### config.mk
export PLATFORM = sky130hd
export DESIGN_NAME = sensor_offset_calibrator
export DESIGN_NICKNAME = d
export VERILOG_FILES = /design/src/rtl/sensor_offset_calibrator_pkg.sv /design/src/rtl/sensor_offset_calibrator_accum.sv /design/src/rtl/sensor_offset_calibrator.sv
export SDC_FILE = /design/constraint.sdc
export NUM_CORES = 1
export LEC_CHECK = 0
export CORE_MARGIN = 2
export CORE_UTILIZATION = 56
export DETAILED_ROUTE_END_ITERATION = 12
export PLACE_DENSITY = 0.88
export SYNTH_ARGS = -nofsm -noshare
export SYNTH_HDL_FRONTEND = slang
export SYNTH_SLANG_ARGS = --single-unit
### constraint.sdc
create_clock -name clock -period 8.6 [get_ports clock]
set_input_delay 2.58 -clock clock [delete_from_list [all_inputs] [get_ports clock]]
set_output_delay 2.58 -clock clock [all_outputs]
set_load 0.005 [all_outputs]
### src/rtl/sensor_offset_calibrator_pkg.sv
// Shared definitions for the sensor offset calibrator.
//   cal_state_e : calibrator FSM state encoding
//   ch_lsb      : bit offset of channel k inside a packed NUM_CH*DATA_W bus
//   extend      : sign- or zero-extend a w-bit value to EXT_W bits
//   less_than   : a < b on w-bit values, signed or unsigned
package sensor_offset_calibrator_pkg;

  typedef enum logic [2:0] {
    ST_IDLE   = 3'd0,
    ST_ENABLE = 3'd1,
    ST_WARMUP = 3'd2,
    ST_ACCUM  = 3'd3,
    ST_AVG    = 3'd4,
    ST_CHECK  = 3'd5,
    ST_FAIL   = 3'd6,
    ST_DONE   = 3'd7
  } cal_state_e;

  localparam int EXT_W = 64;

  function automatic int ch_lsb(input int k, input int w);
    return k * w;
  endfunction

  function automatic logic [EXT_W-1:0] extend(input logic [EXT_W-1:0] v,
                                              input int w,
                                              input bit is_signed);
    logic [EXT_W-1:0] r;
    logic             fill;
    r    = v;
    fill = 1'b0;
    for (int i = 0; i < EXT_W; i++) begin
      if (is_signed && (i == w - 1)) fill = v[i];
    end
    for (int i = 0; i < EXT_W; i++) begin
      if (i >= w) r[i] = fill;
    end
    return r;
  endfunction

  // Both operands are widened first, so a plain signed compare covers the
  // unsigned case too (zero-extended values are never negative).
  function automatic logic less_than(input logic [EXT_W-1:0] a,
                                     input logic [EXT_W-1:0] b,
                                     input int w,
                                     input bit is_signed);
    logic signed [EXT_W-1:0] ea;
    logic signed [EXT_W-1:0] eb;
    ea = extend(a, w, is_signed);
    eb = extend(b, w, is_signed);
    return ea < eb;
  endfunction

endpackage

### src/rtl/sensor_offset_calibrator_accum.sv
// One channel's block accumulator.
//   clock, reset : system clock, synchronous active-high reset
//   clear        : zero the accumulator
//   add          : add the extended sample this cycle
//   sample       : DATA_W-bit channel sample
//   avg          : accumulator divided by 2^LOG_DEPTH (floor)
module cal_channel_accum
  import sensor_offset_calibrator_pkg::*;
#(
  parameter int DATA_W      = 16,
  parameter int LOG_DEPTH   = 6,
  parameter int SIGNED_DATA = 1
) (
  input  logic              clock,
  input  logic              reset,
  input  logic              clear,
  input  logic              add,
  input  logic [DATA_W-1:0] sample,
  output logic [DATA_W-1:0] avg
);

  localparam int ACC_W = DATA_W + LOG_DEPTH;

  logic [ACC_W-1:0] acc_q;
  logic [ACC_W-1:0] sample_ext;

  assign sample_ext = ACC_W'(extend(EXT_W'(sample), DATA_W, SIGNED_DATA != 0));

  always_ff @(posedge clock) begin
    if (reset || clear) acc_q <= '0;
    else if (add)       acc_q <= acc_q + sample_ext;
  end

  // Dropping the low LOG_DEPTH bits of a two's-complement sum is an
  // arithmetic shift, i.e. floor division, for both signed and unsigned data.
  assign avg = acc_q[LOG_DEPTH +: DATA_W];

endmodule

### src/rtl/sensor_offset_calibrator.sv
// Zero-offset calibrator: enables a sensor, discards WARMUP sample sets,
// block-averages 2^LOG_DEPTH sets per channel, range-checks each average and
// publishes packed offsets with error flags.
//   clock, reset        : system clock, synchronous active-high reset
//   start               : run request, honoured in IDLE and DONE
//   en_sec              : one-second tick, drives the collection timeout
//   reset_1sec          : state is about to change (restarts the divider)
//   sensor_start/reset  : sensor enable and reset
//   sample_valid/data   : packed sample sets, channel k at [k*DATA_W +: DATA_W]
//   bound_lo/hi         : inclusive per-channel plausibility bounds
//   offsets(_valid)     : packed averages and their validity
//   busy, done          : run in progress / run finished
//   error_timeout/range : timeout flag, per-channel out-of-bounds flags
//
// state  | meaning
// IDLE   | sensor held in reset, waiting for start
// ENABLE | one cycle: sensor enabled, accumulators/counters/errors cleared
// WARMUP | discarding the first WARMUP sample sets
// ACCUM  | summing 2^LOG_DEPTH sample sets per channel
// AVG    | one cycle: averages loaded into offsets, sensor disabled
// CHECK  | one channel per cycle compared against its bounds
// FAIL   | one cycle: timeout recorded, sensor back in reset
// DONE   | results held until the next start
module sensor_offset_calibrator
  import sensor_offset_calibrator_pkg::*;
#(
  parameter int NUM_CH      = 6,
  parameter int DATA_W      = 16,
  parameter int LOG_DEPTH   = 6,
  parameter int WARMUP      = 8,
  parameter int TIMEOUT_SEC = 5,
  parameter int SIGNED_DATA = 1
) (
  input  logic                     clock,
  input  logic                     reset,
  input  logic                     start,
  input  logic                     en_sec,
  output logic                     reset_1sec,
  output logic                     sensor_start,
  output logic                     sensor_reset,
  input  logic                     sample_valid,
  input  logic [NUM_CH*DATA_W-1:0] sample_data,
  input  logic [NUM_CH*DATA_W-1:0] bound_lo,
  input  logic [NUM_CH*DATA_W-1:0] bound_hi,
  output logic [NUM_CH*DATA_W-1:0] offsets,
  output logic                     offsets_valid,
  output logic                     busy,
  output logic                     done,
  output logic                     error_timeout,
  output logic [NUM_CH-1:0]        error_range
);

  localparam int WARM_W = $clog2(WARMUP + 1);
  localparam int CNT_W  = (WARM_W > LOG_DEPTH + 1) ? WARM_W : LOG_DEPTH + 1;
  localparam int TMR_W  = (TIMEOUT_SEC < 1) ? 1 : $clog2(TIMEOUT_SEC + 1);
  localparam int CH_W   = (NUM_CH > 1) ? $clog2(NUM_CH) : 1;

  cal_state_e state_q, state_d;

  logic [CNT_W-1:0]         cnt_q;
  logic [TMR_W-1:0]         timer_q;
  logic [CH_W-1:0]          ch_idx_q;
  logic [NUM_CH*DATA_W-1:0] offsets_q;
  logic [NUM_CH*DATA_W-1:0] avg_all;
  logic                     offsets_valid_q;
  logic                     error_timeout_q;
  logic [NUM_CH-1:0]        error_range_q;
  logic [NUM_CH-1:0]        error_range_d;

  logic [DATA_W-1:0] off_ch [NUM_CH];
  logic [DATA_W-1:0] lo_ch  [NUM_CH];
  logic [DATA_W-1:0] hi_ch  [NUM_CH];

  logic warm_done, accum_last, timeout_hit, ch_last, out_of_range;
  logic acc_clear, acc_add;

  assign warm_done   = (WARMUP == 0) ||
                       (sample_valid && (cnt_q == CNT_W'(WARMUP - 1)));
  assign accum_last  = sample_valid && (cnt_q == CNT_W'((1 << LOG_DEPTH) - 1));
  // Fires on the tick that brings the timer to TIMEOUT_SEC.
  assign timeout_hit = en_sec && (timer_q == TMR_W'(TIMEOUT_SEC - 1));
  assign ch_last     = (ch_idx_q == CH_W'(NUM_CH - 1));

  assign acc_clear = (state_q == ST_ENABLE);
  assign acc_add   = (state_q == ST_ACCUM) && sample_valid;

  for (genvar g = 0; g < NUM_CH; g++) begin : g_ch
    cal_channel_accum #(
      .DATA_W      (DATA_W),
      .LOG_DEPTH   (LOG_DEPTH),
      .SIGNED_DATA (SIGNED_DATA)
    ) u_accum (
      .clock  (clock),
      .reset  (reset),
      .clear  (acc_clear),
      .add    (acc_add),
      .sample (sample_data[ch_lsb(g, DATA_W) +: DATA_W]),
      .avg    (avg_all[ch_lsb(g, DATA_W) +: DATA_W])
    );
    assign off_ch[g] = offsets_q[ch_lsb(g, DATA_W) +: DATA_W];
    assign lo_ch[g]  = bound_lo[ch_lsb(g, DATA_W) +: DATA_W];
    assign hi_ch[g]  = bound_hi[ch_lsb(g, DATA_W) +: DATA_W];
  end

  assign out_of_range =
      less_than(EXT_W'(off_ch[ch_idx_q]), EXT_W'(lo_ch[ch_idx_q]), DATA_W, SIGNED_DATA != 0) ||
      less_than(EXT_W'(hi_ch[ch_idx_q]), EXT_W'(off_ch[ch_idx_q]), DATA_W, SIGNED_DATA != 0);

  always_comb begin
    error_range_d           = error_range_q;
    error_range_d[ch_idx_q] = out_of_range;
  end

  // State register
  always_ff @(posedge clock) begin
    if (reset) state_q <= ST_IDLE;
    else       state_q <= state_d;
  end

  // Next state
  always_comb begin
    state_d = state_q;
    case (state_q)
      ST_IDLE:   if (start) state_d = ST_ENABLE;
      ST_ENABLE: state_d = ST_WARMUP;
      ST_WARMUP: begin
        if (timeout_hit)    state_d = ST_FAIL;
        else if (warm_done) state_d = ST_ACCUM;
      end
      // Completion beats a coinciding timeout.
      ST_ACCUM: begin
        if (accum_last)       state_d = ST_AVG;
        else if (timeout_hit) state_d = ST_FAIL;
      end
      ST_AVG:    state_d = ST_CHECK;
      ST_CHECK:  if (ch_last) state_d = ST_DONE;
      ST_FAIL:   state_d = ST_DONE;
      ST_DONE:   if (start) state_d = ST_ENABLE;
      default:   state_d = ST_IDLE;
    endcase
  end

  // Outputs
  always_comb begin
    busy         = !((state_q == ST_IDLE) || (state_q == ST_DONE));
    done         = (state_q == ST_DONE);
    sensor_start = (state_q == ST_ENABLE) || (state_q == ST_WARMUP) ||
                   (state_q == ST_ACCUM);
    // After a timeout the sensor stays in reset while DONE holds.
    sensor_reset = (state_q == ST_IDLE) || (state_q == ST_FAIL) ||
                   ((state_q == ST_DONE) && error_timeout_q);
    reset_1sec   = (state_d != state_q);
  end

  // Counters, timer and result registers
  always_ff @(posedge clock) begin
    if (reset) begin
      cnt_q           <= '0;
      timer_q         <= '0;
      ch_idx_q        <= '0;
      offsets_q       <= '0;
      offsets_valid_q <= 1'b0;
      error_timeout_q <= 1'b0;
      error_range_q   <= '0;
    end else begin
      case (state_q)
        ST_ENABLE: begin
          cnt_q           <= '0;
          timer_q         <= '0;
          ch_idx_q        <= '0;
          offsets_valid_q <= 1'b0;
          error_timeout_q <= 1'b0;
          error_range_q   <= '0;
        end
        ST_WARMUP: begin
          if (en_sec) timer_q <= timer_q + 1'b1;
          if (state_d == ST_ACCUM) cnt_q <= '0;
          else if (sample_valid)   cnt_q <= cnt_q + 1'b1;
        end
        ST_ACCUM: begin
          if (en_sec)       timer_q <= timer_q + 1'b1;
          if (sample_valid) cnt_q   <= cnt_q + 1'b1;
        end
        ST_AVG: begin
          offsets_q <= avg_all;
          ch_idx_q  <= '0;
        end
        ST_CHECK: begin
          error_range_q <= error_range_d;
          ch_idx_q      <= ch_idx_q + 1'b1;
          if (ch_last) offsets_valid_q <= ~|error_range_d;
        end
        ST_FAIL: begin
          error_timeout_q <= 1'b1;
          offsets_valid_q <= 1'b0;
        end
        default: ;
      endcase
    end
  end

  assign offsets       = offsets_q;
  assign offsets_valid = offsets_valid_q;
  assign error_timeout = error_timeout_q;
  assign error_range   = error_range_q;

endmodule
======== After elaboration in Yosys (flattened, before gate mapping) ========
Index checks and enable logic that the tools add are counted.
cells by class
  $add $sub $neg .......................... 9
  magnitude comparators ................... 5
  eq/ne operators ......................... 15
  mux-type cells .......................... 29
  bitwise logic cells ..................... 1
  reductions and logical operators ........ 29
operator list
  kind                                                         number
  binary-select mux 16 bit (select 3 bit)                      3
  adder 22 bit                                                 6
  two-way mux 16 bit                                           6
  less-than comparator 16 bit                                  2
  two-way mux 3 bit                                            7
  case mux 3 bit (7 select lines)                              1
  case mux 7 bit (3 select lines)                              1
  == test 3 bit (second input constant)                        6
  two-way mux 7 bit                                            2
  case mux 3 bit (2 select lines)                              2
  case mux 6 bit (2 select lines)                              1
  nonzero test 2 bit                                           5
  == test 3 x 2 -> 1 bit (second input constant)               3
  OR reduction 2 bit                                           4
  adder 7 x 1 -> 7 bit (second input constant)                 1
  == test 7 x 3 -> 1 bit (second input constant)               1
  == test 7 x 6 -> 1 bit (second input constant)               1
  logical OR 1 bit                                             7
  adder 3 x 1 -> 3 bit (second input constant)                 2
  bitwise mux 6 bit                                            1
  logical AND 1 bit                                            6
  OR reduction 6 bit                                           1
  >= comparator 4 bit (second input constant)                  1
  less-than comparator 3 x 4 -> 1 bit (second input constant)  1
  other kinds (13)                                             17
storage, ports and cells
  bits in registers ....................... 252
  input bits .............................. 293
  output and inout port bits .............. 109
  word-level logic and storage cells ...... 102

======== Depth between registers and ports, before layout ========
Gate-level depths: netlist of the first run.
  depth in word-level cells ............... 11
  gate-level depth with buffers ........... 17
  depth with buffers taken out ............ 14

======== Modules after synthesis ========
Synthesis of the first run repeated with hierarchy kept, for this count alone.
second synthesis, totals
  cell total of the unflattened synthesis .. 2,489
  area total of the unflattened synthesis .. 19,464.9 um^2
modules (own cells, without submodules)
  module                                    times used  cells each  area each (um^2)  seq. area each (um^2)
  cal_channel_accum at g_ch[1].u_accum ...  5           262         2,070.7           440.4
  sensor_offset_calibrator                  1           926         7,036.7           2,402.3
  cal_channel_accum at g_ch[0].u_accum      1           253         2,074.5           440.4

======== Worst setup path after synthesis of the first run ========
Ideal clock, no wire load.
  path kind ............................... in2out
  from .................................... in sample_valid
  to ...................................... out reset_1sec
  data arrival time ....................... 3,702 ps
  required time ........................... 6,020 ps
  path slack .............................. 2,318 ps
  cell stages on the path ................. 7
  cells stage by stage .................... clkbuf_1 -> nand3_1 -> nor2_1 -> a31o_2 -> a211oi_1 -> a211oi_1 -> o2111ai_1
between the ends
  longest elaborated chain between the ends .. 5
  elaborated cells between the ends (all ways) .. 7
  those cells by class .................... eq/ne: 1; mux: 4; reduce/logical: 2
RTL lines
  what                               RTL line                         source
  start: declaration                 sensor_offset_calibrator.sv:41   input logic sample_valid,
  logical AND 1 bit                  sensor_offset_calibrator.sv:78   (sample_valid && (cnt_q == CNT_W'(WARMUP - 1)));
  two-way mux 3 bit                  sensor_offset_calibrator.sv:128  else if (warm_done) state_d = ST_ACCUM;
  two-way mux 3 bit                  sensor_offset_calibrator.sv:127  if (timeout_hit) state_d = ST_FAIL;
  case mux 3 bit (7 select lines) *  sensor_offset_calibrator.sv:123  case (state_q)
  inequality test 3 bit *            sensor_offset_calibrator.sv:152  reset_1sec = (state_d != state_q);
  end: declaration                   sensor_offset_calibrator.sv:38   output logic reset_1sec,
Every way passes the cells marked *; elsewhere a longest branch is shown, timed or not.

======== Worst setup path after layout of the first run ========
Ends and elaborated chain as after synthesis.

==> results by group, run 1 <==
Critical path
  • FF-to-FF setup slack: 3.92 ns
  • CP arrival: 4.95 ns
  • WS Path Type: primary input to output port
  • Slowest CP cell: clkdlybuf4s50_1
  • Worst Path Max Fanout: 9
  • Worst R2R Start: ch_idx_q[1]$_SDFFE_PP0P_
  • Reg2reg path depth: 16
  • Slowest stage delay, CP: 0.66 ns
  • CP endpoint kind: output port
  • Cell Chain, Critical Path: clkdlybuf4s50_1, nand3_1, nor2_1, a21oi_1, a211oi_1, a211oi_1, o2111ai_1, clkdlybuf4s50_1
  • CP Launch Type: primary input
  • Data required, critical path: 6.02 ns
  • Worst R2R End: error_range[3]$_SDFFE_PP0P_

Routing
  • Routed WL per cell: 22.08 µm
  • Drt initial violations: 1942
  • Via density: 6.341
  • Routed WL: 67450 µm
  • TritonRoute pass-1 iters: 6
  • Drt drc: 0
  • Via count: 19372
  • ANT nets after route: 0

Synthesis
  • Post-synth EDFFs: 0
  • Synth Flop Type: dfxtp_1
  • Synth area leaders: dfxtp_1, ha_1, nand2_1
  • Cells after synthesis: 2300
  • Post-Synth XOR/XNOR Area: 0.03790
  • Top cell type's share of synthesized area: 0.2872
  • Adder-cell share of the synthesized area: 0.1215
  • Cell taking the most area after synthesis: dfxtp_1
  • Post-synth net total: 2760
  • Largest family of logic cells by synthesized area: compound AO/OA/AOI/OAI gates
  • Share of async-settable or async-resettable flops after synthesis: 0
  • Top post-synthesis cells by count: nand2_1, a21oi_1, dfxtp_1, nor2_1, ha_1
  • Syn Area/Cell: 7.637 µm²
  • Mux cell area share after synthesis: 0.04046
  • Register area share after synthesis: 0.2872
  • Count leader, synth: nand2_1
  • Post-synthesis compound-gate area fraction: 0.2661
  • Synth warnings: 0
  • Number of synthesized register bits: 252
  • Synth Cell Area: 0.01756 mm²
  • Yosys cell types: 78
  • Synth Area in Simple Gates: 0.2049

Power
  • IR drop worst, VDD: 0.0001830 V
  • Net switching power: 727.1 µW
  • Pwr dens: 126.3 mW/mm²
  • Design internal power: 2.151 mW
  • Clock share of power: 0.447
  • Reg power frac: 0.411
  • Leak: 8.873 nW
  • Overall power: 2.878 mW
  • Sw Ratio: 0.2526
  • Combinational power share: 0.141

Timing
  • Fmax: 132.9 MHz
  • Slew of the pin with the lowest slew margin: 1.178 ns
  • Hold Worst Slack: 0.4616 ns
  • Tcrit/Tclk final: 0.8752
  • Final Skew: 0.03474 ns
  • Final setup fails: 0
  • Final-report hold violation count: 0
  • Max Slew Vio Count: 0
  • Relative slew slack: 0.2149
  • RSZ-0062 raised after global routing: false
  • Fin crit period: 7.526 ns
  • Final setup TNS: 0 ns

Clock tree
  • Hold buffer count at CTS: 0
  • TritonCTS clock tree: done
  • Clk buf depth: 3
  • Clk slew on worst S/H paths: 0.05 ns
  • CTS root buf: clkbuf_16
  • Clock buffer count from CTS: 28
  • Worst-Skew Late Latency: 0.58 ns
  • Setup bufs post-CTS: 0
  • Clock sink count: 252
  • H-tree levels: 1
  • Post-CTS Resized: 0

Cells and area
  • Layout Nets: 3091
  • Final Cell Area: 0.02280 mm²
  • Filler cell count: 2367
  • Share of layout cells above drive strength 1: 0.03922
  • P&R area growth vs syn: 29.78%
  • Finished Core Util: 0.7413

Global routing
  • Overall Global Routing Usage: 0.3928
  • Largest net degree at the start of global routing: 96
  • Gr ovfl total: 0
  • Vias in the first global route: 18238
  • Antenna violations before repair: 7
  • Global-route wire length before repair: 102000 µm

Hold path
  • Worst min path class: flip-flop to flip-flop
  • Hold EP: g_ch[0].u_accum.acc_q[0]$_SDFFE_PP0P_
  • Hold Crit Start: g_ch[0].u_accum.acc_q[0]$_SDFFE_PP0P_
  • Worst Hold Path Cells: 2

Placement
  • Placed inst area: 0.02179 mm²
  • Routability Congestion: 0.9768
  • Detailed placer's ending HPWL: 49440 µm
  • # port buffers: 401

Die
  • Die W: 181.1 µm
  • Die height: 181.1 µm
  • Starting Density: 0.5712
  • IO Count: 402
  • Core area: 0.03075 mm²
  • Die Area: 0.03280 mm²
  • # rows: 64

Flow run
  • Max-capacitance violation count: 0

Status
  • Status: complete, no violations
-- registers in the layout, summed over array words and instances (netlist names) --
signal	flops
error_timeout	1
cnt_q	7
offsets	96
offsets_valid	1
state_q	3
ch_idx_q	3
timer_q	3
g_ch.u_accum.acc_q	132
error_range	6
-- worst max-delay path by stage --
stage | from | to | cells after the start
after global placement | sample_valid | reset_1sec | 8
final | sample_valid | reset_1sec | 8
after floorplan | sample_valid | reset_1sec | 7
after detailed placement | sample_valid | reset_1sec | 8
after global routing | sample_valid | reset_1sec | 8
after CTS | sample_valid | reset_1sec | 8
-- power by group through the flow --
| stage | clock network [mW] | registers, mW | logic [mW] |
|---|---|---|---|
| finish | 1.29 | 1.18 | 0.406 |
| global placement | 0 | 1.21 | 0.384 |
| detailed placement | 0 | 1.21 | 0.396 |
| global route | 1.34 | 1.18 | 0.436 |
| floorplan | 0 | 1.20 | 0.192 |
| CTS | 1.29 | 1.18 | 0.399 |
-- metal layers --
layer	global-route usage	share of wire	wire length [µm]	up-vias
li1	-	-	-	9007
met1	0.4466	0.36	24140	9074
met2	0.6625	0.47	31500	1043
met3	0.08264	0.093	6278	248
met4	0.2680	0.082	5536	0
met5	0	0	0	-
-- metrics by stage --
| stage | worst slack [ns] | cells |
|---|---|---|
| 6_report | 1.074 | 3055 |
| 5_1_grt | 0.9823 | 3055 |
| 4_1_cts | 1.110 | 3048 |
| 3_5_place_dp | 1.124 | 2997 |
| 3_3_place_gp | 1.205 | 2997 |
| 2_1_floorplan | 2.318 | 2300 |
-- placed cells by master, fill, tap and decap left out, types with 11 or more instances in the layout --
master           Yosys  layout
nand2_1            425     424
clkdlybuf4s50_1      0     400
a21oi_1            288     288
dfxtp_1            252     250
ha_1               161     161
nor2_1             162     155
o21ai_0            105     105
inv_1               77      77
a22oi_1             63      63
nand3_1             63      62
xnor2_1             56      56
a211oi_1            45      45
mux2i_1             44      44
a21o_1              44      44
nor3_1              41      40
clkbuf_16            0      28
and3_1              23      22
a221oi_1            21      21
xor2_1              20      20
nor2b_1             18      18
o21a_1              18      18
buf_4                1      18
nand2b_1            16      16
o211ai_1            15      15
o22ai_1             13      13
a31oi_1             13      13
o21bai_1            11      11
-- critical path: cells and delay by family --
family,cells,cell delay (ns)
and+or+nand+nor,2,0.33
AOI/OAI and AO/OA,4,0.85
buffers and inverters,2,1.20
-- area by class of cell --
type                    count  area [µm²]  area share
clock buffers              39       792.0     0.03474
clock inverters            12       191.4    0.008398
diodes                      7       17.52   0.0007684
multi-input cells        1854       11820      0.5187
well taps                 396       495.5     0.02174
flip-flops and latches    252        5047      0.2214
inverters                  77       289.0     0.01268
repair buffers            418        4139      0.1816
-- cells by family after synthesis --
group | Yosys count
buffers and inverters | 194
AO/OA/AOI/OAI | 733
AND/OR/NAND/NOR | 820
flip-flops | 252
multiplexers | 58
XOR/XNOR | 76
adder cells (fa/ha/maj) | 167
No activity file was read; power rests on OpenSTA's default activity.
==> inputs of run 2 (changes only) <==
--- a/config.mk
+++ b/config.mk
@@ -5,10 +5,12 @@
 export SDC_FILE = /design/constraint.sdc
 export NUM_CORES = 1
 export LEC_CHECK = 0
+export CELL_PAD_IN_SITES_DETAIL_PLACEMENT = 0
+export CELL_PAD_IN_SITES_GLOBAL_PLACEMENT = 1
 export CORE_MARGIN = 2
-export CORE_UTILIZATION = 56
+export CORE_UTILIZATION = 40
 export DETAILED_ROUTE_END_ITERATION = 12
-export PLACE_DENSITY = 0.88
+export PLACE_DENSITY_LB_ADDON = 0.1
 export SYNTH_ARGS = -nofsm -noshare
 export SYNTH_HDL_FRONTEND = slang
 export SYNTH_SLANG_ARGS = --single-unit
==> run 2 against run 1 <==
First-iteration DRC count is 41% lower. Global-route usage decreased by 11 points. Final cell count grew 6.2%. Non-clock buffer count is 3 higher. Clock power is 7% higher. Critical path type unchanged. Design area is 1.4% higher. Clock skew decreased by 0.013 ns. Critical path depth did not move. Total power is 2.7% higher. Worst setup slack improved by 0.10 ns.
==> results by group, run 2 (synthesis results as in run 1) <==
Status
  • Status: complete, no violations

Critical path
  • WS Path Type: primary input to output port
  • Worst Path Max Fanout: 9
  • Data required, critical path: 6.02 ns
  • FF-to-FF setup slack: 3.92 ns
  • Slowest CP cell: clkdlybuf4s50_1
  • Reg2reg path depth: 13
  • Worst R2R End: error_range[5]$_SDFFE_PP0P_
  • CP endpoint kind: output port
  • CP delay by family, top: buffers and inverters
  • CP Launch Type: primary input
  • CP arrival: 4.84 ns
  • Slowest stage delay, CP: 0.68 ns
  • Worst R2R Start: ch_idx_q[1]$_SDFFE_PP0P_
  • CP startpoint: sample_valid
  • Buf/Inv on CP: 2
  • Cell Chain, Critical Path: clkdlybuf4s50_1, nand3_1, nor2_1, a21oi_1, a211oi_1, a211oi_1, o2111ai_1, clkdlybuf4s50_1
  • Crit path to: reset_1sec
  • CP Depth: 8

Cells and area
  • Commonest non-fill, non-tap cells in the layout: nand2_1, clkdlybuf4s50_1, a21oi_1
  • Final Cell Area: 0.02312 mm²
  • Max FFs per register: 132
  • Share of layout cells above drive strength 1: 0.04138
  • Most common cell after layout, fill and taps aside: nand2_1
  • P&R area growth vs syn: 31.64%
  • Largest reg by FF count: g_ch.u_accum.acc_q
  • Layout Nets: 3097
  • Filler cell count: 4253
  • Finished Core Util: 0.5356
  • Non-Filler Instances: 3244

Timing
  • Relative slew slack: 0.2170
  • Fmax: 134.7 MHz
  • Final Skew: 0.02200 ns
  • Final setup fails: 0
  • Final setup TNS: 0 ns
  • Tcrit/Tclk final: 0.8630
  • Final-report hold violation count: 0
  • RSZ-0062 raised after global routing: false
  • Max Slew Vio Count: 0
  • Fin crit period: 7.422 ns
  • Slew of the pin with the lowest slew margin: 1.174 ns

Hold path
  • Hold Crit Start: g_ch[1].u_accum.acc_q[5]$_SDFFE_PP0P_
  • Worst min path class: flip-flop to flip-flop

Clock tree
  • Setup bufs post-CTS: 0
  • H-tree levels: 1
  • Clk buf depth: 3
  • Clock buffer count from CTS: 31
  • TritonCTS clock tree: done
  • Hold buffer count at CTS: 0
  • Clock sink count: 252
  • Worst-Skew Late Latency: 0.58 ns
  • CTS root buf: clkbuf_16
  • Clk slew on worst S/H paths: 0.06 ns
  • Post-CTS Resized: 0

Global routing
  • Vias in the first global route: 17599
  • Antenna violations before repair: 2
  • Global-route wire length before repair: 101300 µm
  • Largest net degree at the start of global routing: 97
  • Overall Global Routing Usage: 0.2864
  • Gr ovfl total: 0

Routing
  • Drt drc: 0
  • Drt initial violations: 1150
  • Via count: 18509
  • Routed WL per cell: 21.10 µm
  • TritonRoute pass-1 iters: 7
  • Via density: 5.706
  • Routed WL: 68440 µm
  • ANT nets after route: 0

Die
  • Core area: 0.04317 mm²
  • Starting Density: 0.4069
  • Die W: 213.6 µm
  • IO Count: 402
  • Die height: 213.6 µm
  • Die Area: 0.04560 mm²
  • # rows: 76

Power
  • IR drop worst, VDD: 0.0001171 V
  • Pwr dens: 127.9 mW/mm²
  • Leak: 8.925 nW
  • Overall power: 2.957 mW

Flow run
  • Max-capacitance violation count: 0

Placement
  • Detailed placer's ending HPWL: 51530 µm
  • Placed inst area: 0.02206 mm²
  • # port buffers: 401
  • Placed cell count: 3189
  • Routability Congestion: 0.9502
[run 2: changes by cell type in the layout (fill, tap and decap cells not counted), sizes merged]
| cell | before | now |
|---|---|---|
| buf | 18 | 21 |
| clkbuf | 39 | 44 |
| clkinv | 7 | 3 |
| clkinvlp | 1 | 2 |
| diode | 7 | 1 |
| inv | 77 | 78 |
[run 2: metal layers]
layer	vias to the layer above	wire, µm	part of all wire	global-route usage
met5	-	12	0.00018	0
met4	2	2877	0.042	0.1159
met3	112	4826	0.071	0.04892
met2	604	32020	0.47	0.4897
met1	8781	28700	0.42	0.3576
li1	9010	-	-	-
[run 2: power by group]
| group | internal (mW) | switching (mW) |
|---|---|---|
| sequential | 1.17 | 0.00951 |
| combinational | 0.212 | 0.184 |
| clock | 0.837 | 0.540 |
| total | 2.22 | 0.734 |
[run 2: cell type report]
class | count | area [µm²] | area share
multi-input combinational | 1854 | 11830 | 0.5117
clock buffer | 44 | 894.6 | 0.03869
timing repair buffer | 421 | 4161 | 0.1800
clock inverter | 10 | 162.7 | 0.007035
sequential | 252 | 5047 | 0.2183
antenna | 1 | 2.502 | 0.0001082
inverter | 77 | 289.0 | 0.01250
tap | 585 | 732.0 | 0.03166
[run 2: worst min-delay path by stage]
stage	endpoint	slack [ns]	cells past startpoint
after floorplan	offsets[79]$_SDFFE_PP0P_	0.43	2
after global placement	g_ch[3].u_accum.acc_q[5]$_SDFFE_PP0P_	0.44	2
after detailed placement	g_ch[3].u_accum.acc_q[5]$_SDFFE_PP0P_	0.45	2
after CTS	g_ch[1].u_accum.acc_q[5]$_SDFFE_PP0P_	0.46	2
after global routing	g_ch[4].u_accum.acc_q[0]$_SDFFE_PP0P_	0.47	2
final	g_ch[1].u_accum.acc_q[5]$_SDFFE_PP0P_	0.45	2
[run 2: worst min-delay path: stages, from the launching register on]
cell,delay (ns)
dfxtp_1,0.31
nand2_1,0.05
a21oi_1,0.05
[run 2: stage by stage]
step | worst slack (ns) | hold WS, ns
finish | 1.178 | 0.4547
global route | 1.006 | 0.4720
CTS | 1.179 | 0.4581
detailed placement | 1.189 | 0.4499
global placement | 1.195 | 0.4428
floorplan | 2.318 | 0.4319
==> inputs of run 3 (changes only) <==
--- a/config.mk
+++ b/config.mk
@@ -8,9 +8,10 @@
 export CELL_PAD_IN_SITES_DETAIL_PLACEMENT = 0
 export CELL_PAD_IN_SITES_GLOBAL_PLACEMENT = 1
 export CORE_MARGIN = 2
-export CORE_UTILIZATION = 40
+export CORE_UTILIZATION = 42
 export DETAILED_ROUTE_END_ITERATION = 12
 export PLACE_DENSITY_LB_ADDON = 0.1
 export SYNTH_ARGS = -nofsm -noshare
 export SYNTH_HDL_FRONTEND = slang
+export SYNTH_HIERARCHICAL = 1
 export SYNTH_SLANG_ARGS = --single-unit
==> run 3 against run 2 <==
Sequential share of layout area is 0.95 points lower. Synthesized area is 11% higher. Worst hold slack better by 0.012 ns. Synthesized cell count is 8.2% higher. Worst setup slack worse by 0.27 ns. Combinational power is 9.3% higher.
==> results by group, run 3 <==
Die
  • Die Area: 0.04808 mm²
  • Die W: 219.3 µm
  • Die height: 219.3 µm
  • Starting Density: 0.4271
  • # rows: 78
  • Core area: 0.04558 mm²
  • IO Count: 402

Global routing
  • Vias in the first global route: 18483
  • Antenna violations before repair: 5
  • Largest net degree at the start of global routing: 97
  • Gr ovfl total: 0
  • Global-route wire length before repair: 106000 µm
  • Overall Global Routing Usage: 0.2818

Power
  • Leak: 9.141 nW
  • Pwr dens: 122.7 mW/mm²
  • IR drop worst, VDD: 0.0001549 V

Timing
  • Final setup fails: 0
  • Tcrit/Tclk final: 0.8944
  • Relative slew slack: 0.2120
  • Final setup TNS: 0 ns
  • Slew of the pin with the lowest slew margin: 1.182 ns
  • Fmax: 130.0 MHz
  • Final-report hold violation count: 0
  • RSZ-0062 raised after global routing: false
  • Fin crit period: 7.691 ns
  • Final Skew: 0.01264 ns
  • Max Slew Vio Count: 0

Flow run
  • Max-capacitance violation count: 0

Synthesis
  • Synth Flop Type: dfxtp_1
  • Top cell type's share of synthesized area: 0.2592
  • Post-synth net total: 2949
  • Register area share after synthesis: 0.2592
  • Synth Cell Area: 0.01946 mm²
  • Number of synthesized register bits: 252
  • Cells after synthesis: 2489
  • Syn Area/Cell: 7.820 µm²
  • Post-synth EDFFs: 0
  • Share of async-settable or async-resettable flops after synthesis: 0
  • Cell taking the most area after synthesis: dfxtp_1
  • Top post-synthesis cells by count: nand2_1, dfxtp_1, a21oi_1, ha_1, nor2_1
  • Adder-cell share of the synthesized area: 0.1097
  • Largest family of logic cells by synthesized area: compound AO/OA/AOI/OAI gates
  • Mux cell area share after synthesis: 0.03850
  • Synth warnings: 6
  • Synth Area in Simple Gates: 0.2044
  • Yosys cell types: 87
  • Post-synthesis compound-gate area fraction: 0.2758
  • Post-Synth XOR/XNOR Area: 0.03330
  • Count leader, synth: nand2_1
  • Synth area leaders: dfxtp_1, ha_1, nand2_1

Critical path
  • Data required, critical path: 6.02 ns
  • Slowest stage delay, CP: 0.64 ns
  • Worst Path Max Fanout: 9
  • CP delay by family, top: buffers and inverters
  • CP dominant cell by count: clkdlybuf4s50_1
  • CP endpoint kind: output port
  • CP startpoint: sample_valid
  • Slowest CP cell: clkdlybuf4s50_1
  • Buf/Inv on CP: 2
  • WS Path Type: primary input to output port
  • Worst R2R Start: ch_idx_q[2]$_SDFFE_PP0P_
  • CP Launch Type: primary input
  • CP arrival: 5.11 ns
  • Cell Chain, Critical Path: clkdlybuf4s50_1, nand3_1, nor3_1, nand2b_1, a21oi_1, a211oi_1, o21ai_0, clkdlybuf4s50_1

Cells and area
  • Most common cell after layout, fill and taps aside: clkdlybuf4s50_1
  • P&R area growth vs syn: 24.16%
  • Layout Nets: 3174
  • Final Cell Area: 0.02417 mm²
  • Finished Core Util: 0.5303
  • Max FFs per register: 132
  • Largest reg by FF count: g_ch.u_accum/acc_q
  • Share of layout cells above drive strength 1: 0.06213
  • Commonest non-fill, non-tap cells in the layout: clkdlybuf4s50_1, nand2_1, dfxtp_1
  • Filler cell count: 4380

Placement
  • Routability Congestion: 0.8994
  • # port buffers: 401
  • Placed inst area: 0.02312 mm²
  • Detailed placer's ending HPWL: 55360 µm

Routing
  • Drt initial violations: 1087
  • Routed WL: 71200 µm
  • Routed WL per cell: 21.34 µm
  • Via density: 5.806
  • ANT nets after route: 0
  • TritonRoute pass-1 iters: 5
  • Drt drc: 0
  • Via count: 19373

Clock tree
  • Clock sink count: 252
  • Hold buffer count at CTS: 0
  • Worst-Skew Late Latency: 0.58 ns
  • Clk buf depth: 3
  • Clock buffer count from CTS: 30
  • TritonCTS clock tree: done
  • CTS root buf: clkbuf_16
  • Post-CTS Resized: 0
  • Setup bufs post-CTS: 0
  • H-tree levels: 1
  • Clk slew on worst S/H paths: 0.06 ns

Hold path
  • Worst min path class: flip-flop to flip-flop
  • Hold Crit Start: g_ch[4].u_accum/acc_q[4]$_SDFFE_PP0P_

Status
  • Status: complete, no violations
==> run 3: changes by cell type in the layout (fill, tap and decap cells not counted), sizes merged, moves of 23 or more <==
cell,change
a22oi,+61
a211oi,-23
nand2,-56
nand3,+36
a21oi,-35
nand4,+27
==> run 3: path summary, 6_finish.rpt <==
path,slack (ns),endpoint,depth (start not counted)
max,0.91,reset_1sec,8
min reg2reg,0.47,g_ch[4].u_accum/acc_q[4]$_SDFFE_PP0P_,2
min,0.47,g_ch[4].u_accum/acc_q[4]$_SDFFE_PP0P_,2
max reg2reg,4.09,offsets_valid$_SDFFE_PP0P_,12
==> run 3: per-stage QoR <==
| step | power, mW | setup WS [ns] | instances | hold WS (ns) |
|---|---|---|---|---|
| 2_1_floorplan | 1.426 | 2.190 | 2489 | 0.4395 |
| 3_3_place_gp | 1.633 | 1.011 | 3282 | 0.4425 |
| 3_5_place_dp | 1.638 | 0.9796 | 3282 | 0.4553 |
| 4_1_cts | 2.997 | 0.9731 | 3336 | 0.4707 |
| 5_1_grt | 3.076 | 0.8156 | 3337 | 0.4913 |
| 6_report | 2.965 | 0.9086 | 3337 | 0.4662 |
==> run 3: worst reg2reg max path, cell delays in order, from the launching register on <==
cell	delay [ns]
dfxtp_1	0.78
nand2b_1	0.28
nor2_4	0.62
buf_4	0.46
a22oi_1	0.22
and3_1	0.24
ha_1	0.30
a21o_1	0.16
a2111o_1	0.45
nor4_2	0.25
o21ai_1	0.12
o221a_4	0.28
o211a_1	0.23
==> run 3: logic make-up after synthesis <==
group / after synthesis
buf+inv: 295
flops: 252
mux: 72
simple gates: 837
compound gates: 792
xor+xnor: 74
fa+ha+maj: 167
==> run 3: area by class of cell <==
class | count | area (µm²) | area share
multi-input cells | 1942 | 12910 | 0.5344
inverters | 70 | 262.8 | 0.01087
clock inverters | 9 | 101.3 | 0.004194
clock buffers | 45 | 938.4 | 0.03883
well taps | 600 | 750.7 | 0.03106
diodes | 1 | 2.502 | 0.0001035
repair buffers | 418 | 4151 | 0.1718
flip-flops and latches | 252 | 5045 | 0.2087
==> run 3: power by group <==
| part | internal (mW) | total (mW) | switching [mW] |
|---|---|---|---|
| sequential | 1.17 | 1.18 | 0.00777 |
| combinational | 0.220 | 0.433 | 0.214 |
| clock | 0.807 | 1.35 | 0.543 |
==> run 3: layer usage <==
metal | wire length, µm | track usage | up-vias
met5 | 14 | 0 | -
met4 | 2145 | 0.08626 | 2
li1 | - | - | 9503
met3 | 4255 | 0.03188 | 93
met2 | 34570 | 0.5037 | 593
met1 | 30210 | 0.3527 | 9182
